==> src/rtl/cr_xer_wb_pkg.sv <==
`default_nettype none
// ============================================================================
// Module      : cr_xer_wb_pkg
// Description : Shared encodings, bit positions and CR field helpers for the
//               CR/XER writeback state unit.
// Revision    : 1.0  initial release
// ============================================================================
package cr_xer_wb_pkg;

  // CR update operation selected at writeback; unlisted codes act as NOP
  typedef enum logic [3:0] {
    CROP_NOP   = 4'd0,
    CROP_REC   = 4'd1,
    CROP_CMP   = 4'd2,
    CROP_MTCRF = 4'd3,
    CROP_MCRF  = 4'd4,
    CROP_MCRXR = 4'd5,
    CROP_LOGIC = 4'd6
  } cr_op_e;

  // CR-logical sub-operation
  typedef enum logic [2:0] {
    CRL_AND  = 3'd0,
    CRL_OR   = 3'd1,
    CRL_XOR  = 3'd2,
    CRL_NAND = 3'd3,
    CRL_NOR  = 3'd4,
    CRL_EQV  = 3'd5,
    CRL_ANDC = 3'd6,
    CRL_ORC  = 3'd7
  } cr_logic_e;

  localparam int C_CR_WIDTH = 32;

  // Architected bit k (big-endian, bit 0 = MSB) lives at vector index 31-k.
  // XER implements SO(0), OV(1), CA(2) and the byte count (25:31).
  localparam logic [C_CR_WIDTH-1:0] C_XER_IMPL_MASK = 32'hE000_007F;
  localparam int C_XER_SO = 31;
  localparam int C_XER_OV = 30;
  localparam int C_XER_CA = 29;

  // ALU flag bus is {CA,OV,LT0,GT0,EQ0,LT,GT,EQ} with CA as the MSB
  localparam int C_ALU_CA  = 7;
  localparam int C_ALU_OV  = 6;
  localparam int C_ALU_LT0 = 5;
  localparam int C_ALU_GT0 = 4;
  localparam int C_ALU_EQ0 = 3;
  localparam int C_ALU_LT  = 2;
  localparam int C_ALU_GT  = 1;
  localparam int C_ALU_EQ  = 0;

  // Read 4-bit field idx; field 0 is the most significant nibble
  function automatic logic [3:0] cr_field_get(input logic [C_CR_WIDTH-1:0] v,
                                              input logic [2:0] idx);
    return v[{~idx, 2'b00} +: 4];
  endfunction

  // Return v with 4-bit field idx replaced by val
  function automatic logic [C_CR_WIDTH-1:0] cr_field_set(input logic [C_CR_WIDTH-1:0] v,
                                                         input logic [2:0] idx,
                                                         input logic [3:0] val);
    logic [C_CR_WIDTH-1:0] r;
    r = v;
    r[{~idx, 2'b00} +: 4] = val;
    return r;
  endfunction

endpackage
`default_nettype wire

==> src/rtl/cr_xer_wb_logic_bit.sv <==
`default_nettype none
// ============================================================================
// Module      : cr_logic_bit
// Description : Single-bit CR-logical function (a, b, subop) -> y, purely
//               combinational.
// Revision    : 1.0  initial release
// ============================================================================
module cr_logic_bit
  import cr_xer_wb_pkg::*;
(
  input  logic      a,
  input  logic      b,
  input  cr_logic_e subop,
  output logic      y
);

  // Evaluate the selected two-input boolean function
  always_comb begin
    y = 1'b0;
    case (subop)
      CRL_AND:  y = a & b;
      CRL_OR:   y = a | b;
      CRL_XOR:  y = a ^ b;
      CRL_NAND: y = ~(a & b);
      CRL_NOR:  y = ~(a | b);
      CRL_EQV:  y = ~(a ^ b);
      CRL_ANDC: y = a & ~b;
      CRL_ORC:  y = a | ~b;
      default:  y = 1'b0;
    endcase
  end

endmodule
`default_nettype wire

==> src/rtl/cr_xer_wb.sv <==
`default_nettype none
// ============================================================================
// Module      : cr_xer_wb
// Description : Architected CR/XER state at writeback. Latches ALU flags,
//               executes mtcrf/mcrf/mcrxr/mtxer and the CR-logical ops.
//               Optional macro CRXER_BYPASS_EN forwards next-state values
//               combinationally on CRrd/XERrd while wbValid is high.
// Revision    : 1.0  initial release
// ============================================================================
module cr_xer_wb
  import cr_xer_wb_pkg::*;
#(
  parameter logic [31:0] CR_RST  = 32'h0000_0000,
  parameter logic [31:0] XER_RST = 32'h0000_0000
) (
  input  logic        clk,
  input  logic        rst_n,
  input  logic        wbValid,
  input  logic [7:0]  aluD,
  input  logic [3:0]  crOp,
  input  logic [2:0]  crLogic,
  input  logic        caWr,
  input  logic        ovWr,
  input  logic        xerWr,
  input  logic [2:0]  crfD,
  input  logic [2:0]  crfS,
  input  logic [4:0]  crbA,
  input  logic [4:0]  crbB,
  input  logic [4:0]  crbD,
  input  logic [7:0]  fxm,
  input  logic [31:0] gprIn,
  output logic [31:0] CRrd,
  output logic [31:0] XERrd
);

  logic [C_CR_WIDTH-1:0] r_cr;
  logic [C_CR_WIDTH-1:0] r_xer;
  logic [C_CR_WIDTH-1:0] w_cr_next;
  logic [C_CR_WIDTH-1:0] w_xer_next;
  logic                  w_so_new;
  logic                  w_logic_y;
  cr_op_e                w_op;

  assign w_op = cr_op_e'(crOp);

  // CR bit indices are big-endian, so architected bit k is vector bit ~k
  cr_logic_bit u_logic_bit (
    .a     (r_cr[~crbA]),
    .b     (r_cr[~crbB]),
    .subop (cr_logic_e'(crLogic)),
    .y     (w_logic_y)
  );

  // XER next state: mtxer beats flag writes, SO is sticky, mcrxr clears last
  always_comb begin
    w_xer_next = r_xer;
    if (wbValid) begin
      if (xerWr) begin
        w_xer_next = gprIn & C_XER_IMPL_MASK;
      end else begin
        if (caWr) w_xer_next[C_XER_CA] = aluD[C_ALU_CA];
        if (ovWr) begin
          w_xer_next[C_XER_OV] = aluD[C_ALU_OV];
          w_xer_next[C_XER_SO] = r_xer[C_XER_SO] | aluD[C_ALU_OV];
        end
      end
    end
    // SO as seen by same-cycle CR field writes (includes this cycle's OV)
    w_so_new = w_xer_next[C_XER_SO];
    if (wbValid && (w_op == CROP_MCRXR)) w_xer_next[31:28] = 4'b0000;
  end

  // CR next state: every source field/bit is taken from the old CR value
  always_comb begin
    w_cr_next = r_cr;
    if (wbValid) begin
      case (w_op)
        CROP_REC:
          w_cr_next = cr_field_set(r_cr, 3'd0,
                        {aluD[C_ALU_LT0], aluD[C_ALU_GT0], aluD[C_ALU_EQ0], w_so_new});
        CROP_CMP:
          w_cr_next = cr_field_set(r_cr, crfD,
                        {aluD[C_ALU_LT], aluD[C_ALU_GT], aluD[C_ALU_EQ], w_so_new});
        CROP_MTCRF:
          for (int i = 0; i < 8; i++) begin
            if (fxm[i]) w_cr_next = cr_field_set(w_cr_next, 3'(i), cr_field_get(gprIn, 3'(i)));
          end
        CROP_MCRF:
          w_cr_next = cr_field_set(r_cr, crfD, cr_field_get(r_cr, crfS));
        CROP_MCRXR:
          w_cr_next = cr_field_set(r_cr, crfD, r_xer[31:28]);
        CROP_LOGIC:
          w_cr_next[~crbD] = w_logic_y;
        default: w_cr_next = r_cr;
      endcase
    end
  end

  // State registers; async reset discards any update in flight
  always_ff @(posedge clk or negedge rst_n) begin
    if (!rst_n) begin
      r_cr  <= CR_RST;
      r_xer <= XER_RST & C_XER_IMPL_MASK;
    end else begin
      r_cr  <= w_cr_next;
      r_xer <= w_xer_next;
    end
  end

`ifdef CRXER_BYPASS_EN
  // Same-cycle forwarding of the pending update; suppressed while in reset
  assign CRrd  = (wbValid && rst_n) ? w_cr_next  : r_cr;
  assign XERrd = (wbValid && rst_n) ? w_xer_next : r_xer;
`else
  assign CRrd  = r_cr;
  assign XERrd = r_xer;
`endif

endmodule
`default_nettype wire

==> config.mk <==
export PLATFORM = sky130hd
export DESIGN_NAME = cr_xer_wb
export DESIGN_NICKNAME = d
export VERILOG_FILES = /design/src/rtl/cr_xer_wb_pkg.sv /design/src/rtl/cr_xer_wb_logic_bit.sv /design/src/rtl/cr_xer_wb.sv
export SDC_FILE = /design/constraint.sdc
export NUM_CORES = 1
export LEC_CHECK = 0
export ABC_AREA = 1
export CAP_MARGIN = 20
export CORE_UTILIZATION = 25
export DETAILED_ROUTE_END_ITERATION = 10
export HOLD_SLACK_MARGIN = 0.12
export RECOVER_POWER = 25
export SETUP_SLACK_MARGIN = 0.5
export SYNTH_ARGS = -nofsm -noshare
export SYNTH_HDL_FRONTEND = slang
export SYNTH_SLANG_ARGS = --single-unit
==> constraint.sdc <==
create_clock -name clk -period 3.4 [get_ports clk]
set_clock_uncertainty 0.15 [all_clocks]
set_input_delay 0.51 -clock clk [delete_from_list [all_inputs] [get_ports clk]]
set_output_delay 0.51 -clock clk [all_outputs]
set_load 0.01 [all_outputs]
==> impl_metrics.yaml, run 1 <==
synth:
  ys.flop_type: "dfrtp_1"
  synth_cell_types: 36
  ys_ff_latch: 42
  synthTopCellsByArea: "nand2_1 (23%), dfrtp_1 (18%), nor2_1 (10%)"
  synth_common_cells: "nand2_1 (353), nor2_1 (156), inv_1 (120)"
  netlist_area_um2: 5739
  yosysMostFrequentCell: "nand2_1"
  synth_edf_count: 0
  syn_inst: 1058
  ys_seq_area_share_pct: 18.31
  synth.avg_cell_area_um2: 5.425
  async_flop_share_pct: 100.0
  yosysWarnings: 0
  synth_top_cell_by_area: "nand2_1"
  yosys.area.top_type_share_pct: 23.09
flow_run:
  maxCapViolations: 0
critical_path:
  r2r-start: "CRrd[10]$_DFFE_PN0P_"
  crit_path_max_fanout: 8
  critical_path.startpoint_type: "flop"
  cp-end-kind: "flop"
  crit_top_cell: "nand2_1"
  critical-path-max-stage-delay_ns: 0.50
  worst-path-buf-inv: 5
  cp_top_family: "simple AND/OR/NAND/NOR gates"
  cp_cell_sequence: "a211oi_1 -> o21ai_1 -> nand2_1 -> nand2_2 -> buf_4 -> nand2_1 -> nand2_2 -> ha_4 -> inv_2 -> nand2_1 -> nand3_1 -> nand3b_1 -> buf_6 -> clkbuf_16 -> nand3b_1 -> nand2_1 -> inv_1 -> nor2_1 -> a21boi_1"
  startpoint: "CRrd[10]$_DFFE_PN0P_"
  cp_data_required_time_ns: 3.47
  slowest_stage: "dfrtp_1"
  arrival_ns: 2.89
  critical_path_class: "flop to flop"
floorplanning:
  core_area_um2: 22570
  die_y_um: 153.5
  start_util_pct: 25.43
  ioPinCount: 146
  fp.dieW_um: 153.5
  die-area_um2: 23570
  rows: 55
final_layout:
  fin_util_pct: 35.09
  diodes: 0
  drive_above_1_share_pct: 12.51
  area_growth_pct: 38.00
  stdcell_area_um2: 7920
  nNetsFinal: 1294
  nFillCells: 2484
run_status:
  status: "finished, final reports clean"
power:
  power_w: 0.002860
  power.density_nw_per_um2: 361.1
  leakagePower_nw: 3.834
  vdd_ir_drop_max_mv: 0.2246
global_route:
  grt_pass1_wl_um: 39300
  antenna_found_initial: 1
  grt_usage_pct: 21.76
  grt_max_degree: 29
  grt_remaining_overflow: 0
  grt_pass1_vias: 6783
clock_network:
  path_clk_slew_ns: 0.08
  cts_max_path_buffers: 2
  clock-sinks: 42
  htree_levels: 2
  clk-insertion-delay-late_ns: 0.31
  cts_tree: "yes"
  cts_root_buffer: "clkbuf_16"
  cts_made_buffers: 5
hold_path:
  worstHoldStart: "XERrd[1]$_DFFE_PN0P_"
  hp-class: "flop to flop"
drt:
  route.detailed.drc: 0
  routedWlPerCell_um: 17.74
  drt_iter0_drc: 728
  dr.pass1.iters: 6
  vias: 7518
  wirelength_um: 26470
  viasPerCell: 5.039
  drt.antenna.violating_nets: 0
sta:
  final.setup.tns_ns: 0
  rsz0062_at_grt: "true"
  finalHoldViolations: 0
  worstMarginPinSlew_ns: 1.441
  setup_violations: 0
  relSlewSlack_pct: 3.960
  finalMaxSlewViolations: 0
  min_period_over_period_pct: 83.05
  period_needed_ns: 2.824
  fmax_mhz: 354.1
placed_design:
  dpl_cell_area_um2: 7316
  hpwl_um: 19990
  gp_congestion: 1.004
  io_buffers: 123
==> where the power goes <==
part | internal [W] | switching (W) | total [W] | leakage (nW)
Clock | 0.000283 | 0.000267 | 0.000550 | 0.0763
Combinational | 0.000665 | 0.000871 | 0.00154 | 3.27
Sequential | 0.000603 | 0.000171 | 0.000774 | 0.492
==> placed cells by master (no fill, tap or decap), types with 16 or more instances in the layout <==
cell / n
nor2_1: 152
o211ai_1: 16
buf_4: 40
a21oi_1: 40
inv_2: 18
nand3_1: 91
a21boi_1: 20
o21ai_0: 48
inv_1: 104
clkdlybuf4s50_1: 115
conb_1: 22
dfrtp_1: 37
nand2_1: 347
o21ai_1: 25
==> sequential cells by signal, indices dropped and copies added (netlist names) <==
| register | flops |
|---|---|
| CRrd | 32 |
| XERrd | 10 |
==> layer usage <==
metal | GRT usage [%] | wire (µm) | vias up
li1 | - | - | 3631
met1 | 30.16 | 11580 | 3413
met2 | 33.81 | 11430 | 413
met3 | 3.692 | 2416 | 59
met4 | 7.762 | 1028 | 2
met5 | 0 | 11 | -
==> layout make-up <==
cell class	count	area (µm²)	share of cell area, %
Multi-Input combinational cell	850	4074	51.44
Clock inverter	3	28.78	0.3633
Clock buffer	5	125.1	1.580
Inverter	126	483.0	6.098
Timing Repair Buffer	181	1795	22.67
Tap cell	285	356.6	4.502
Sequential cell	42	1057	13.35
==> metrics by stage <==
stage / worst slack (ns) / hold WS [ns] / instances
after detailed placement: -0.1650 / 0.3195 / 1460
after global placement: -0.1563 / 0.3213 / 1460
final: 0.5762 / 0.3413 / 1492
after CTS: 0.5075 / 0.3424 / 1473
after floorplan: 0.5122 / 0.06441 / 1079
after global routing: 0.4497 / 0.3663 / 1492
==> path summary, 6_finish.rpt <==
check,slack [ns],end,depth (start not counted)
max,0.58,CRrd[5]$_DFFE_PN0P_,19
max in group asynchronous,0.77,CRrd[4]$_DFFE_PN0P_,3
min reg2reg,0.34,XERrd[1]$_DFFE_PN0P_,2
min,0.34,XERrd[1]$_DFFE_PN0P_,2
min in group asynchronous,0.92,XERrd[31]$_DFF_PN0_,2
max reg2reg,0.58,CRrd[5]$_DFFE_PN0P_,19
==> logic make-up (layout without fill, tap and decap cells) <==
logic type      Yosys count  in the layout  synth area share, %
fa+ha+maj                 6              6                1.308
flops                    42             42                18.31
buf+inv                 187            315                14.91
compound gates          180            180                18.64
simple gates            642            642                46.76
other cells               1             22              0.06534
==> worst min-delay path: cells and delay by family (launching register included) <==
family,cells,cell delay [ns]
flops,1,0.35
simple gates,2,0.11
==> timing repair <==
action	CTS	global route
setup buffers	1	16
hold buffers	1	0
pin swaps	1	32
gates resized for setup	20	94
hold endpoints to repair	19	0
setup endpoints to repair	32	32
gates cloned	3	3
(Power assumes the default switching activity.)
==> run 2: changes to the inputs <==
==> constraint.sdc (replaced) <==
create_clock -name clk -period 2.9 [get_ports clk]
set_clock_uncertainty 0.15 [all_clocks]
set_input_delay 0.435 -clock clk [delete_from_list [all_inputs] [get_ports clk]]
set_output_delay 0.435 -clock clk [all_outputs]
set_load 0.01 [all_outputs]
==> run 2 against run 1 <==
  * Die area unchanged
  * Wire length increased by 1.4%
  * Cell area up 2.2%
  * Clock-buffer cell count stayed put
  * Critical path depth increased by 2
  * Setup slack worse by 0.43 ns
  * Largest power group unchanged
  * Highest routed layer is now met4
==> impl_metrics.yaml, run 2 (synthesis results as in run 1) <==
final_layout:
  multi_input_area_um2: 4074
  final_cell_mix: "nand2_1 (350), nor2_1 (152), clkdlybuf4s50_1 (115), inv_1 (100), nand3_1 (91)"
  diodes: 0
  fin_cells: 1508
  fin_util_pct: 35.86
  nFillCells: 2502
  largest_register_ffs: 32
  drive_above_1_share_pct: 13.90
  nNetsFinal: 1310
  final_common_cell: "nand2_1"
  area_growth_pct: 41.03
  seqCellArea_um2: 1056
drt:
  dr.pass1.iters: 5
  routedWlPerCell_um: 17.81
  route.detailed.drc: 0
  wirelength_um: 26850
  drt.antenna.violating_nets: 0
  vias: 7558
  drt_iter0_drc: 607
  viasPerCell: 5.012
critical_path:
  cp-end-kind: "flop"
  cp_data_required_time_ns: 3.00
  crit_path_max_fanout: 8
  critical_path_class: "input pin to flop"
  critical_path.startpoint_type: "input pin"
  arrival_ns: 2.85
clock_network:
  cts_tree: "yes"
  clock-sinks: 42
  cts_made_buffers: 5
  clk-insertion-delay-late_ns: 0.31
  cts_max_path_buffers: 2
  cts_root_buffer: "clkbuf_16"
  htree_levels: 2
  path_clk_slew_ns: 0.07
power:
  vdd_ir_drop_max_mv: 0.2076
  power.density_nw_per_um2: 419.4
  power_w: 0.003395
  leakagePower_nw: 3.927
hold_path:
  hp-class: "flop to flop"
global_route:
  grt_remaining_overflow: 0
  antenna_found_initial: 0
  grt_pass1_wl_um: 40320
  grt_usage_pct: 22.35
  grt_pass1_vias: 6939
  grt_max_degree: 33
sta:
  setup_violations: 0
  final.setup.tns_ns: 0
  rsz0062_at_grt: "true"
  min_period_over_period_pct: 94.90
  finalMaxSlewViolations: 0
  worstMarginPinSlew_ns: 1.114
  relSlewSlack_pct: 25.72
  period_needed_ns: 2.752
  fmax_mhz: 363.3
  finalHoldViolations: 0
floorplanning:
  fp.dieW_um: 153.5
  ioPinCount: 146
  start_util_pct: 25.43
  core_area_um2: 22570
  die_y_um: 153.5
  die-area_um2: 23570
  rows: 55
placed_design:
  io_buffers: 123
  hpwl_um: 20530
  placedCellCount: 1475
  gp_congestion: 0.9771
run_status:
  status: "finished, final reports clean"
flow_run:
  maxCapViolations: 0
## run 2: cell types whose count changed in the layout (fill, tap and decap cells not counted), sizes merged
cell          delta
buf             +19
bufbuf           +2
dlygate4sd2      +2
dlymetal6s2s     -2
clkbuf           -5
## run 2: worst paths after layout
path                                        end  cells past startpoint                  from  slack (ns)
setup / recovery           CRrd[16]$_DFFE_PN0P_                     21               crbA[0]        0.15
hold / removal             XERrd[0]$_DFFE_PN0P_                      2  XERrd[0]$_DFFE_PN0P_        0.35
setup reg to reg           CRrd[16]$_DFFE_PN0P_                     17  CRrd[21]$_DFFE_PN0P_        0.15
hold reg to reg            XERrd[0]$_DFFE_PN0P_                      2  XERrd[0]$_DFFE_PN0P_        0.35
max in group asynchronous  CRrd[13]$_DFFE_PN0P_                      3                 rst_n        0.51
min in group asynchronous  XERrd[2]$_DFFE_PN0P_                      2                 rst_n        0.70
## run 2: report_power, final
part / switching (W) / leakage, nW / internal [W] / total (W)
Combinational: 0.00105 / 3.36 / 0.000825 / 0.00187
Clock: 0.000307 / 0.0763 / 0.000332 / 0.000639
Sequential: 0.000176 / 0.493 / 0.000707 / 0.000884
## run 2: stage by stage
stage	hold slack, ns	cell area [µm²]	setup WS [ns]
after floorplan	-0.01059	5922	0.3486
after global placement	0.2536	7507	-0.4344
after detailed placement	0.2584	7507	-0.4131
after CTS	0.3542	7996	0.2124
after global routing	0.3698	8094	-0.001391
final	0.3516	8094	0.1478
## run 2: final cells by class
class | instances | area share (%)
Clock buffer | 5 | 1.546
Tap cell | 285 | 4.406
Inverter | 126 | 5.998
Multi-Input combinational cell | 850 | 50.33
Sequential cell | 42 | 13.05
Timing Repair Buffer | 197 | 24.32
Clock inverter | 3 | 0.3555
## run 2: what timing repair did
item	CTS	global route
gates cloned	5	0
pin swaps	18	3
resized for setup	75	15
endpoints found under the hold margin	15	0
setup buffers	10	9
setup endpoints to repair	32	32
hold buffers	1	0
## run 2: worst max-delay path: stages
cell	delay, ns
buf_6	0.10
buf_12	0.13
buf_4	0.16
nor2_2	0.14
a211oi_2	0.06
o21ai_1	0.15
nand3b_1	0.12
nand3_2	0.11
o21ai_2	0.07
ha_1	0.28
or2_1	0.24
nand3_2	0.08
nand3_4	0.17
buf_12	0.21
nand2_2	0.07
nand3_2	0.06
nand2_1	0.08
inv_1	0.04
nand2_1	0.04
nand2_1	0.04
nand2_1	0.05
## run 2: layer usage
metal | part of all wire (%) | global-route usage [%] | vias up
met5 | 0 | 0 | -
li1 | - | - | 3670
met1 | 44 | 29.72 | 3503
met2 | 45 | 36.69 | 347
met3 | 8.2 | 3.777 | 38
met4 | 2.4 | 7.095 | 0
